## config.mk

```make
export PLATFORM = sky130hd
export DESIGN_NAME = chase_game_core_flat
export DESIGN_NICKNAME = d
export VERILOG_FILES = /design/src/rtl/chase_pkg.sv /design/src/rtl/chase_if.sv /design/src/rtl/chase_lfsr.sv /design/src/rtl/chase_game_core.sv /design/src/flat_wrapper.sv
export SDC_FILE = /design/constraint.sdc
export NUM_CORES = 1
export LEC_CHECK = 0
export CAP_MARGIN = 20
export CORE_ASPECT_RATIO = 2
export CORE_UTILIZATION = 30
export DETAILED_ROUTE_END_ITERATION = 16
export GPL_ROUTABILITY_DRIVEN = 0
export PLACE_DENSITY_LB_ADDON = 0.25
export SETUP_SLACK_MARGIN = 0.2
export SYNTH_ARGS = -nofsm -noshare
export SYNTH_HDL_FRONTEND = slang
export SYNTH_SLANG_ARGS = --single-unit
```

## constraint.sdc

```tcl
create_clock -name clk -period 8.45 [get_ports clk]
set_input_delay 1.69 -clock clk [delete_from_list [all_inputs] [get_ports clk]]
set_output_delay 1.69 -clock clk [all_outputs]
set_load 0.1 [all_outputs]
```

## src/rtl/chase_pkg.sv

```systemverilog
// Shared definitions for the chase game engine: FSM states, directions, IR key codes,
// colours, game-length presets and small geometry helpers.
package chase_pkg;

    typedef enum logic [1:0] {
        ST_IDLE  = 2'd0,
        ST_RUN   = 2'd1,
        ST_OVER  = 2'd2,
        ST_PAUSE = 2'd3
    } state_e;

    typedef enum logic [1:0] {
        DIR_UP,
        DIR_DOWN,
        DIR_LEFT,
        DIR_RIGHT
    } dir_e;

    localparam logic [7:0] KEY_STOP  = 8'h00;
    localparam logic [7:0] KEY_UP    = 8'h02;
    localparam logic [7:0] KEY_LEFT  = 8'h04;
    localparam logic [7:0] KEY_PAUSE = 8'h05;
    localparam logic [7:0] KEY_RIGHT = 8'h06;
    localparam logic [7:0] KEY_DOWN  = 8'h08;

    localparam logic [23:0] RGB_PLAYER  = 24'h0000FF;
    localparam logic [23:0] RGB_FOOD    = 24'h00FF00;
    localparam logic [23:0] RGB_BG      = 24'h000000;
    localparam logic [23:0] RGB_BG_OVER = 24'h400000;

    function automatic int time_preset(input logic [1:0] sel);
        case (sel)
            2'b00:   return 10;
            2'b01:   return 30;
            2'b10:   return 60;
            default: return 90;
        endcase
    endfunction

    // True when a and b are no further apart than r.
    function automatic logic near(input logic [9:0] a, input logic [9:0] b, input int r);
        logic [9:0] d;
        d = (a > b) ? a - b : b - a;
        return int'(d) <= r;
    endfunction

    function automatic logic [9:0] lfsr_seed(input int k);
        return 10'(k * 97 + 13);
    endfunction

    function automatic logic [9:0] food_home_x(input int i);
        case (i)
            0:       return 10'd380;
            1:       return 10'd100;
            2:       return 10'd540;
            default: return 10'd100;
        endcase
    endfunction

    function automatic logic [9:0] food_home_y(input int i);
        case (i)
            0:       return 10'd240;
            1:       return 10'd100;
            2:       return 10'd400;
            default: return 10'd400;
        endcase
    endfunction

endpackage

```

## src/rtl/chase_if.sv

```systemverilog
// Bus between the chase engine and its neighbours: IR key strobe in, pixel colour query.
interface chase_if;
    logic        ir_valid;
    logic [7:0]  ir_key;
    logic [9:0]  pix_x;
    logic [9:0]  pix_y;
    logic [23:0] pix_rgb;

    modport master (output ir_valid, ir_key, pix_x, pix_y, input pix_rgb);
    modport slave  (input ir_valid, ir_key, pix_x, pix_y, output pix_rgb);
endinterface

```

## src/rtl/chase_lfsr.sv

```systemverilog
// 10-bit free-running Fibonacci LFSR, taps 10 and 7; SEED must be non-zero.
module chase_lfsr #(
    parameter logic [9:0] SEED = 10'h001
) (
    input  logic       clk,
    input  logic       rst,
    output logic [9:0] q
);
    always_ff @(posedge clk or negedge rst) begin
        if (!rst) q <= SEED;
        else      q <= {q[8:0], q[9] ^ q[6]};
    end
endmodule

```

## src/rtl/chase_game_core.sv

```systemverilog
// Chase game engine: IR direction FSM, player motion, LFSR food respawn, scoring, timer and
// registered per-pixel colour. Define CHASE_WALL_WRAP_EN to wrap at screen edges instead of clamping.
module chase_game_core
    import chase_pkg::*;
#(
    parameter int H_ACT     = 640,
    parameter int V_ACT     = 480,
    parameter int OBJ_HALF  = 25,
    parameter int FOOD_HALF = 5,
    parameter int N_FOOD    = 2,
    parameter int MOVE_DIV  = 500000,
    parameter int SEC_DIV   = 50000000,
    parameter int STEP      = 1,
    parameter int SCORE_W   = 7,
    parameter int TIME_W    = 7
) (
    input  logic               clk,
    input  logic               rst,
    input  logic               start_n,
    input  logic [1:0]         time_sel,
    chase_if.slave             bus,
    output logic [1:0]         game_state,
    output logic               paused,
    output logic [SCORE_W-1:0] score,
    output logic [TIME_W-1:0]  time_left,
    output logic [9:0]         obj_x,
    output logic [9:0]         obj_y
);
    localparam int MOVE_W = $clog2(MOVE_DIV + 1);
    localparam int SEC_W  = $clog2(SEC_DIV + 1);
    localparam int HIT_R  = OBJ_HALF + FOOD_HALF;

    state_e            state_q, state_d;
    dir_e              dir_q;
    logic              start_meta, start_s;
    logic [MOVE_W-1:0] move_cnt;
    logic [SEC_W-1:0]  sec_cnt;
    logic              move_tick, sec_tick, do_move;
    logic [9:0]        nxt_x, nxt_y;
    logic [9:0]        food_x [N_FOOD];
    logic [9:0]        food_y [N_FOOD];
    logic [9:0]        lfsr_x [N_FOOD];
    logic [9:0]        lfsr_y [N_FOOD];
    logic [N_FOOD-1:0] food_vld, eat_oh, spawn_ok;
    logic              eat_any, food_px;
    logic [23:0]       rgb_d;

    always_ff @(posedge clk or negedge rst) begin
        // NOTE: registers take non-blocking assignments so every flop samples pre-edge values.
        if (!rst) begin
            start_meta <= 1'b1;
            start_s    <= 1'b1;
        end else begin
            start_meta <= start_n;
            start_s    <= start_meta;
        end
    end

    // Move counter always free-runs; the second counter only advances while playing.
    always_ff @(posedge clk or negedge rst) begin
        if (!rst) begin
            move_cnt <= '0;
            sec_cnt  <= '0;
        end else begin
            move_cnt <= move_tick ? '0 : move_cnt + 1'b1;
            if (state_q == ST_RUN)        sec_cnt <= sec_tick ? '0 : sec_cnt + 1'b1;
            else if (state_q != ST_PAUSE) sec_cnt <= '0;
        end
    end

    assign move_tick = (move_cnt == MOVE_W'(MOVE_DIV - 1));
    assign sec_tick  = (sec_cnt == SEC_W'(SEC_DIV - 1));
    assign do_move   = move_tick && (state_q == ST_RUN);

    always_ff @(posedge clk or negedge rst) begin
        if (!rst) state_q <= ST_IDLE;
        else      state_q <= state_d;
    end

    always_comb begin
        // NOTE: defaults first so no path through this block leaves state_d unassigned (no latch).
        state_d = state_q;
        case (state_q)
            ST_IDLE:  if (!start_s) state_d = ST_RUN;
            ST_RUN: begin
                if (bus.ir_valid && bus.ir_key == KEY_STOP)       state_d = ST_IDLE;
                else if (time_left == '0)                         state_d = ST_OVER;
                else if (bus.ir_valid && bus.ir_key == KEY_PAUSE) state_d = ST_PAUSE;
            end
            ST_PAUSE: begin
                if (bus.ir_valid && bus.ir_key == KEY_STOP)       state_d = ST_IDLE;
                else if (bus.ir_valid && bus.ir_key == KEY_PAUSE) state_d = ST_RUN;
            end
            ST_OVER:  if (!start_s) state_d = ST_IDLE;
            default:  state_d = ST_IDLE;
        endcase
    end

    always_comb begin
        int nx;
        int ny;
        nx = int'(obj_x);
        ny = int'(obj_y);
        case (dir_q)
            DIR_UP:    ny = ny - STEP;
            DIR_DOWN:  ny = ny + STEP;
            DIR_LEFT:  nx = nx - STEP;
            default:   nx = nx + STEP;
        endcase
`ifdef CHASE_WALL_WRAP_EN
        if (nx < 0) nx = H_ACT - 1; else if (nx > H_ACT - 1) nx = 0;
        if (ny < 0) ny = V_ACT - 1; else if (ny > V_ACT - 1) ny = 0;
`else
        if (nx < OBJ_HALF) nx = OBJ_HALF; else if (nx > H_ACT - 1 - OBJ_HALF) nx = H_ACT - 1 - OBJ_HALF;
        if (ny < OBJ_HALF) ny = OBJ_HALF; else if (ny > V_ACT - 1 - OBJ_HALF) ny = V_ACT - 1 - OBJ_HALF;
`endif
        nxt_x = 10'(nx);
        nxt_y = 10'(ny);
    end

    // Collision uses the post-move position; the lowest-index target wins.
    always_comb begin
        eat_oh  = '0;
        eat_any = 1'b0;
        for (int i = 0; i < N_FOOD; i++) begin
            if (!eat_any && food_vld[i] && near(nxt_x, food_x[i], HIT_R) && near(nxt_y, food_y[i], HIT_R)) begin
                eat_oh[i] = 1'b1;
                eat_any   = 1'b1;
            end
        end
    end

    for (genvar g = 0; g < N_FOOD; g++) begin : g_food
        chase_lfsr #(.SEED(lfsr_seed(2 * g)))     u_lfsr_x (.clk(clk), .rst(rst), .q(lfsr_x[g]));
        chase_lfsr #(.SEED(lfsr_seed(2 * g + 1))) u_lfsr_y (.clk(clk), .rst(rst), .q(lfsr_y[g]));
        assign spawn_ok[g] = (lfsr_x[g] >= 10'(FOOD_HALF)) && (lfsr_x[g] < 10'(H_ACT - FOOD_HALF)) &&
                             (lfsr_y[g] >= 10'(FOOD_HALF)) && (lfsr_y[g] < 10'(V_ACT - FOOD_HALF));
    end

    always_ff @(posedge clk or negedge rst) begin
        if (!rst) begin
            dir_q     <= DIR_UP;
            obj_x     <= 10'(H_ACT / 2);
            obj_y     <= 10'(V_ACT / 2);
            score     <= '0;
            time_left <= '0;
        end else begin
            if (state_q == ST_RUN) begin
                if (bus.ir_valid) begin
                    case (bus.ir_key)
                        KEY_UP:    dir_q <= DIR_UP;
                        KEY_DOWN:  dir_q <= DIR_DOWN;
                        KEY_LEFT:  dir_q <= DIR_LEFT;
                        KEY_RIGHT: dir_q <= DIR_RIGHT;
                        default:   ;
                    endcase
                end
                if (do_move) begin
                    obj_x <= nxt_x;
                    obj_y <= nxt_y;
                    if (eat_any && score != '1) score <= score + 1'b1;
                end
                if (sec_tick && time_left != '0) time_left <= time_left - 1'b1;
            end
            if (state_q == ST_IDLE && state_d == ST_RUN) begin
                time_left <= TIME_W'(time_preset(time_sel));
                dir_q     <= DIR_UP;
                score     <= '0;
            end
            if ((state_q == ST_RUN || state_q == ST_PAUSE) && state_d == ST_IDLE) score <= '0;
        end
    end

    always_ff @(posedge clk or negedge rst) begin
        if (!rst) begin
            // NOTE: this small target table is reset explicitly so each food starts valid at home.
            for (int i = 0; i < N_FOOD; i++) begin
                food_x[i] <= food_home_x(i);
                food_y[i] <= food_home_y(i);
            end
            food_vld <= '1;
        end else begin
            for (int i = 0; i < N_FOOD; i++) begin
                if (food_vld[i]) begin
                    if (do_move && eat_oh[i]) food_vld[i] <= 1'b0;
                end else if (spawn_ok[i]) begin
                    food_x[i]   <= lfsr_x[i];
                    food_y[i]   <= lfsr_y[i];
                    food_vld[i] <= 1'b1;
                end
            end
        end
    end

    always_comb begin
        food_px = 1'b0;
        for (int i = 0; i < N_FOOD; i++) begin
            if (food_vld[i] && near(bus.pix_x, food_x[i], FOOD_HALF) && near(bus.pix_y, food_y[i], FOOD_HALF))
                food_px = 1'b1;
        end
        if (near(bus.pix_x, obj_x, OBJ_HALF) && near(bus.pix_y, obj_y, OBJ_HALF)) rgb_d = RGB_PLAYER;
        else if (food_px)                                                         rgb_d = RGB_FOOD;
        else if (state_q == ST_OVER)                                              rgb_d = RGB_BG_OVER;
        else                                                                      rgb_d = RGB_BG;
    end

    always_ff @(posedge clk or negedge rst) begin
        if (!rst) bus.pix_rgb <= '0;
        else      bus.pix_rgb <= rgb_d;
    end

    assign game_state = (state_q == ST_OVER) ? 2'd2 : (state_q == ST_IDLE) ? 2'd0 : 2'd1;
    assign paused     = (state_q == ST_PAUSE);

endmodule

```

## src/flat_wrapper.sv

```systemverilog
// flat-port wrapper written by rule: the top's interface ports become plain ports
module chase_game_core_flat import chase_pkg::*;
#(
    parameter int H_ACT     = 640,
    parameter int V_ACT     = 480,
    parameter int OBJ_HALF  = 25,
    parameter int FOOD_HALF = 5,
    parameter int N_FOOD    = 2,
    parameter int MOVE_DIV  = 500000,
    parameter int SEC_DIV   = 50000000,
    parameter int STEP      = 1,
    parameter int SCORE_W   = 7,
    parameter int TIME_W    = 7
)
  (clk, rst, start_n, time_sel, game_state, paused, score, time_left, obj_x, obj_y, bus_ir_valid, bus_ir_key, bus_pix_x, bus_pix_y, bus_pix_rgb);
  chase_if bus_i ();
  input  logic clk;
  input  logic rst;
  input  logic start_n;
  input  logic [1:0] time_sel;
  output logic [1:0] game_state;
  output logic paused;
  output logic [SCORE_W-1:0] score;
  output logic [TIME_W-1:0] time_left;
  output logic [9:0] obj_x;
  output logic [9:0] obj_y;
  input wire logic [$bits(bus_i.ir_valid)-1:0] bus_ir_valid;
  input wire logic [$bits(bus_i.ir_key)-1:0] bus_ir_key;
  input wire logic [$bits(bus_i.pix_x)-1:0] bus_pix_x;
  input wire logic [$bits(bus_i.pix_y)-1:0] bus_pix_y;
  output wire logic [$bits(bus_i.pix_rgb)-1:0] bus_pix_rgb;
  assign bus_i.ir_valid = bus_ir_valid;
  assign bus_i.ir_key = bus_ir_key;
  assign bus_i.pix_x = bus_pix_x;
  assign bus_i.pix_y = bus_pix_y;
  assign bus_pix_rgb = bus_i.pix_rgb;
  chase_game_core #(.H_ACT(H_ACT), .V_ACT(V_ACT), .OBJ_HALF(OBJ_HALF), .FOOD_HALF(FOOD_HALF), .N_FOOD(N_FOOD), .MOVE_DIV(MOVE_DIV), .SEC_DIV(SEC_DIV), .STEP(STEP), .SCORE_W(SCORE_W), .TIME_W(TIME_W)) u_core (.clk(clk), .rst(rst), .start_n(start_n), .time_sel(time_sel), .bus(bus_i), .game_state(game_state), .paused(paused), .score(score), .time_left(time_left), .obj_x(obj_x), .obj_y(obj_y));
endmodule
```

After elaboration in Yosys (flattened, before gate mapping)
Index checks and enable logic that the tools add are counted.
Cells by class
  bitwise logic cells: 6
  $lt $le $gt $ge: 32
  reduce and logical (&&, ||, !) cells: 49
  eq/ne operators: 17
  div/mod/pow operators: 0
  muxes and demuxes: 57
  multipliers: 0
  add/subtract/negate cells: 28
  shift-type cells: 0
Operator list (count)
  $sub 10x10->10: 20
  $mux 10: 14
  $pmux 32 s2: 2
  $gt 10x10->1: 10
  $mux 26: 3
  $lt 32x6->1 const B: 2
  $le 10x5->1 const B: 6
  $mux 7: 8
  $mux 24: 2
  $ge 10x3->1 const B: 4
  $le 10x3->1 const B: 4
  $gt 32x10->1 const B: 1
  $gt 32x11->1 const B: 1
  $add 26x1->26 const B: 1
  $eq 26x26->1 const B: 1
  $logic_and 1x1->1: 25
  $eq 8x3->1 const B: 3
  $mux 23: 1
  $add 10x1->11 const B: 2
  $mux 2: 11
  $sub 10x1->11 const B: 2
  $pmux 7 s3: 1
  $lt 10x10->1 const B: 2
  $lt 10x9->1 const B: 2
  27 further kinds: 61
Storage, ports and cells
  bits of input ports: 34
  memories: 0
  output and inout port bits: 61
  memory bits (read-only): 0
  bits in latches: 0
  register bits after elaboration: 191
  bits in writable memories: 0

Logic depth before layout (Yosys ltp)
  word-level depth: 23
  mapped depth: 27

Cells and area by module
Synthesis repeated with hierarchy kept, for this count alone.
Unflattened totals
  cell total of the unflattened synthesis: 2116
  area, all modules: 17446.7 um^2
Modules (own cells, without submodules)
  chase_game_core: instances 1, area each 16389.5 um^2, cells an instance 2072, sequential area each 3285.7 um^2
  chase_lfsr at u_core.g_food[0].u_lfsr_x ...: instances 2, area each 262.8 um^2, cells an instance 11, sequential area each 254.0 um^2
  chase_lfsr at u_core.g_food[1].u_lfsr_x: instances 1, area each 266.5 um^2, cells an instance 11, sequential area each 257.7 um^2
  chase_lfsr at u_core.g_food[0].u_lfsr_y: instances 1, area each 265.3 um^2, cells an instance 11, sequential area each 256.5 um^2

Least setup slack after synthesis
No wires, ideal clock.
  path kind: reg-to-reg
  start point: register u_core.obj_y[2]
  end point: register u_core.score[4]
  library setup time: 0.094 ns
  setup slack: 1.915 ns
  cell stages (with the launch flop): 26
  path buffers: 2
  data required time: 8.356 ns
  data arrival time: 6.441 ns
  cell sequence: dfrtp_1 clkbuf_1 nor4_1 and3_1 nor2b_1 a41oi_1 mux2i_1 nand2_1 or2_2 o41ai_1 nor2_1 ha_1 inv_1 fa_1 a21o_1 nand4_1 a211o_1 a21oi_4 mux2i_1 xnor2_1 or4_4 a2111oi_4 or2_1 buf_2 a21oi_1 a211oi_1
Between the ends
  longest elaborated chain between the ends: 18
  elaborated cells on any way between the ends: 27
  classes of those cells: add/sub: 6; order compare: 6; mux: 7; reduce/logical: 8
RTL lines
  start, declared: line chase_game_core.sv:27  | output logic [9:0] obj_y
  start signal, assigned: line chase_game_core.sv:144  | obj_y <= 10'(V_ACT / 2);
  start signal, assigned: line chase_game_core.sv:160  | obj_y <= nxt_y;
  $add 10x1->11 or $sub 10x1->11 (tied branches): line chase_game_core.sv:106, chase_game_core.sv:105
  $pmux 32 s2 *: line chase_game_core.sv:104  | case (dir_q)
  $gt 32x10->1: line chase_game_core.sv:115  | if (ny < OBJ_HALF) ny = OBJ_HALF; else if (ny > V_ACT - 1 - OBJ_HALF) ny = V_ACT - 1 - OBJ_HALF;
  $mux 10: line chase_game_core.sv:115
  $mux 10 *: line chase_game_core.sv:115
  $sub 10x10->10 or $gt 10x10->1 (tied branches): line chase_pkg.sv:43  | d = (a > b) ? a - b : b - a;
  $mux 10: line chase_pkg.sv:43
  $le 10x5->1: line chase_pkg.sv:44  | return int'(d) <= r;
  $logic_and 1x1->1: line chase_game_core.sv:126  | if (!eat_any && food_vld[i] && near(nxt_x, food_x[i], HIT_R) && near(nxt_y, food_y[i], HIT_R)) begin
  $mux 1: line chase_game_core.sv:126
  $logic_not 1->1: line chase_game_core.sv:126
  $logic_and 1x1->1 (3 in series): line chase_game_core.sv:126
  $mux 1 *: line chase_game_core.sv:126
  $logic_and 1x1->1 *: line chase_game_core.sv:161  | if (eat_any && score != '1) score <= score + 1'b1;
  $reduce_bool 3->1 (no source line) *
  $reduce_and 3->1 (no source line) *
  end signal, assigned: line chase_game_core.sv:161
  end, declared: line chase_game_core.sv:24  | output logic [SCORE_W-1:0] score,
Every way passes the cells marked *; elsewhere a longest branch is shown, timed or not.
A chain may end at the register's enable or synchronous reset.

Worst setup path in the final report
  start point: register u_core.dir_q[0]
  end point: register u_core.score[5]
Between the ends
  longest elaborated chain between the ends: 20
  elaborated cells on any way between the ends: 45
  classes of those cells: add/sub: 8; order compare: 12; eq/ne: 2; mux: 12; reduce/logical: 11
RTL lines
  start, declared: line chase_game_core.sv:34  | dir_e dir_q;
  start signal, assigned: line chase_game_core.sv:142  | dir_q <= DIR_UP;
  start signal, assigned: line chase_game_core.sv:151  | KEY_UP: dir_q <= DIR_UP;
  start signal, assigned: line chase_game_core.sv:152  | KEY_DOWN: dir_q <= DIR_DOWN;
  $eq 2x1->1 or $logic_not 2->1 (tied branches): line chase_game_core.sv:104
  $reduce_or 2->1 (no source line)
  $pmux 32 s2 *: line chase_game_core.sv:104
  $gt 32x11->1: line chase_game_core.sv:114  | if (nx < OBJ_HALF) nx = OBJ_HALF; else if (nx > H_ACT - 1 - OBJ_HALF) nx = H_ACT - 1 - OBJ_HALF;
  $mux 10: line chase_game_core.sv:114
  $mux 10 *: line chase_game_core.sv:114
  via u_core.nxt_x[9]: line chase_game_core.sv:39  | logic [9:0] nxt_x, nxt_y;
  $sub 10x10->10 or $gt 10x10->1 (tied branches): line chase_pkg.sv:43
  [... 2 more ...]
  $logic_and 1x1->1 (2 in series): line chase_game_core.sv:126
  $mux 1: line chase_game_core.sv:126
  $logic_not 1->1: line chase_game_core.sv:126
  $logic_and 1x1->1 (3 in series): line chase_game_core.sv:126
  $mux 1 *: line chase_game_core.sv:126
  $logic_and 1x1->1 *: line chase_game_core.sv:161
  $reduce_bool 3->1 (no source line) *
  $reduce_and 3->1 (no source line) *
The timed path passes the listed nets; every way through them passes the cells marked *.

==> reports/metrics.csv <==
stage,metric,value,unit
outcome,status,"finished, final reports clean",
logic_synthesis,syn_inst,2015,
logic_synthesis,synth_top_cells_by_area,"dfrtp_1 19%, ha_1 15%, dfstp_2 6.7%",
floorplan,ios,95,
drt,drt_wl_total,58.4,mm
global_route,first_global_vias,15715,
setup_path,path_class,reg -> reg,
logic_synthesis,synth_edf_count,0,
setup_path,slowest_delay,0.81,ns
drt,vias,15371,
finish,nets,2306,
setup_path,cp_num_buf_inv,1,
floorplan,die_h,336,um
global_route,grt.overflow.total,0,
sta,fin_worst_skew,0.0182,ns
drt,drc,0,
finish,multiInputGateArea,11400,um^2
logic_synthesis,synth-seq-cells,170,
setup_path,critPathMaxFanout,20,
logic_synthesis,synth_top_area_cell,dfrtp_1,
finish,drive_above_1_share,0.0814,
setup_path,crit_arrival,7.82,ns
logic_synthesis,synth.area.mux_share,0.0522,
sta,setup_viol,0,
logic_synthesis,synth.avg_cell_area,8.31,um^2
finish,num-fill-cells,5853,
sta,min_period,7.43,ns
sta,finalSetupTns,0,ns
cts,post_cts_buffers,0,
cts,clk_path_buf_depth,2,
floorplan,die_w,169,um
cts,cts_resized,0,
sta,worst_pin_slew,1.11,ns
setup_path,cp.required,8.84,ns
finish,num_antenna_cells,0,
floorplan,start_util,0.303,
placement,place.port_buffers,87,
logic_synthesis,seq_area_frac_synth,0.257,
job,maxCapViolCount,0,
cts,numCtsBuffers,17,
power_and_ir_drop,powerDensity,250,nW/um^2
setup_path,critPathTopFamily,simple AND/OR/NAND/NOR gates,
drt,ant_nets,0,
sta,hold_viol,0,
setup_path,crit_slowest_cell,dfrtp_1,
global_route,track_usage,0.207,
logic_synthesis,synth_top_area_frac,0.190,
cts,ctsHoldBuffers,0,
cts,clock_latency,0.46,ns
setup_path,path_common_cell,a21oi_1,
logic_synthesis,yosys_warnings,0,
finish,fin_util,0.342,
logic_synthesis,yosys.area_share.simple,0.182,
sta,slew_violations,0,
cts,ctsRootBufferMaster,clkbuf_16,
setup_path,endpoint_kind,flop,
power_and_ir_drop,totalPowerFinal,4.73,mW
sta,rsz0062_at_grt,false,
setup_path,start_kind,flop,
sta,max_freq,135,MHz
global_route,grt_max_degree,74,
cts,clkSlewWorstSetupHoldPaths,0.08,ns
floorplan,fp-row-count,122,
placement,dp_hpwl,47.4,mm
min_path,hold_path_class,reg -> reg,
power_and_ir_drop,irDropWorstVdd,195,uV
global_route,grt_pass1_wl,89.7,mm
sta,whs,0.360,ns
drt,detail_route.first_pass.iterations,5,
setup_path,crit_chain,nand2_1 > nor3_1 > or4b_2 > a21oi_1 > xnor2_1 > a21boi_0 > o21ai_1 > a21oi_1 > inv_1 > ha_1 > nand2_1 > o211ai_1 > or4b_1 > a21oi_2 > mux2i_1 > xnor2_1 > nor4_1 > and4_1 > nor2_2 > or3_1 > a21oi_1,
floorplan,core-area,55300,um^2
sta,fin_crit_sh,0.880,
logic_synthesis,synth_ff_type,dfrtp_1,
cts,cts_tree,built,
power_and_ir_drop,leakage,8.22,nW
logic_synthesis,async_flop_share,1.00,
drt,wl_per_cell,20.8,um
logic_synthesis,yosys-top-cells-count,"202 x ha_1, 177 x nand2_1, 158 x inv_1, 155 x a21oi_1, 147 x o21ai_0",
cts,htree_num_levels,4,
logic_synthesis,syn_area,16700,um^2
finish,area_delta_synth_final,12.8,%
logic_synthesis,synth_compound_gate_area_share,0.208,
logic_synthesis,yosysMostFrequentCell,ha_1,
drt,drtIter0Drc,866,
finish,final-seq-area,4310,um^2
logic_synthesis,synth-xor-area-share,0.0623,
sta,slew_headroom,0.261,
floorplan,fp.dieArea,56800,um^2
logic_synthesis,synth_top_family_by_area,compound AO/OA/AOI/OAI gates,
global_route,grt_antenna_before_repair,0,
drt,viasPerCell,5.48,
logic_synthesis,yosys.cell_types.count,82,
cts,clock-sinks,170,
logic_synthesis,synth_adder_area_share,0.175,
==> cell type report <==
class	count	share of cell area
multi-input cells	1592	0.604
flip-flops and latches	170	0.228
repair buffers	110	0.0557
well taps	744	0.0493
inverters	159	0.0316
clock buffers	17	0.0225
clock inverters	15	0.00894
==> layer usage <==
metal  up-vias  wire [um]  track usage
met1      7431      20200        0.196
met5         -          0            0
met4         0       6070        0.195
li1       7264          -            -
met3       210       1760       0.0238
met2       466      30400        0.384
==> sequential cells by signal, indices dropped and copies added, names as in the netlist <==
register                  cells
u_core.bus.pix_rgb            3
u_core.dir_q                  2
u_core.food_vld               2
u_core.food_x                20
u_core.food_y                20
u_core.g_food.u_lfsr_x.q     20
u_core.g_food.u_lfsr_y.q     20
u_core.move_cnt              19
u_core.obj_x                 10
u_core.obj_y                 10
u_core.score                  7
u_core.sec_cnt               26
u_core.start_meta             1
u_core.start_s                1
u_core.state_q                2
u_core.time_left              7
==> power breakdown <==
group / switching [mW] / total [mW] / leakage (nW) / internal [mW]
Combinational: 1.87 / 3.01 / 5.77 / 1.14
Sequential: 0.0602 / 0.912 / 2.17 / 0.851
Clock: 0.402 / 0.803 / 0.293 / 0.401
==> worst paths after layout <==
check / from / endpoint / slack (ns) / depth (start not counted)
max: u_core.dir_q[0] / u_core.score[5] / 1.02 / 21
min: u_core.start_meta / u_core.start_s / 0.36 / 0
max reg2reg: u_core.dir_q[0] / u_core.score[5] / 1.02 / 21
min reg2reg: u_core.start_meta / u_core.start_s / 0.36 / 0
max in group asynchronous: rst / u_core.obj_y[8] / 6.06 / 2
min in group asynchronous: rst / u_core.time_left[6] / 1.10 / 1
==> kinds of logic (layout without fill, tap and decap cells) <==
family | count (synthesis) | after routing
and+or+nand+nor | 607 | 607
AOI/OAI and AO/OA | 553 | 553
buffers and inverters | 261 | 301
adders and majority gates | 222 | 222
DFF | 170 | 170
xor gates and xnor gates | 119 | 119
muxes | 82 | 82
other | 1 | 9
==> layout by cell type (no fill, tap or decap), drive strengths merged, types with 17 or more instances in the layout <==
master / instances
a211oi: 23
a21o: 43
a21oi: 157
a31oi: 31
and3: 22
buf: 23
clkbuf: 18
clkdlybuf4s50: 86
dfrtp: 127
dfstp: 43
fa: 20
ha: 202
inv: 168
mux2: 43
mux2i: 39
nand2: 177
nand2b: 19
nand3: 70
nand4: 45
nor2: 104
nor2b: 24
nor3: 46
nor4: 23
o21a: 17
o21ai: 149
o21bai: 17
o31ai: 17
xnor2: 57
xor2: 62
==> stage by stage <==
stage / setup slack, ns / instance area (um^2) / std cells
finish: 1.02 / 18900 / 2807
global route: 0.628 / 18900 / 2807
CTS: 1.20 / 18900 / 2805
detailed placement: 1.21 / 18300 / 2773
global placement: 1.43 / 18300 / 2773
floorplan: 1.91 / 16800 / 2023
Power figures use the tool's default switching activity.
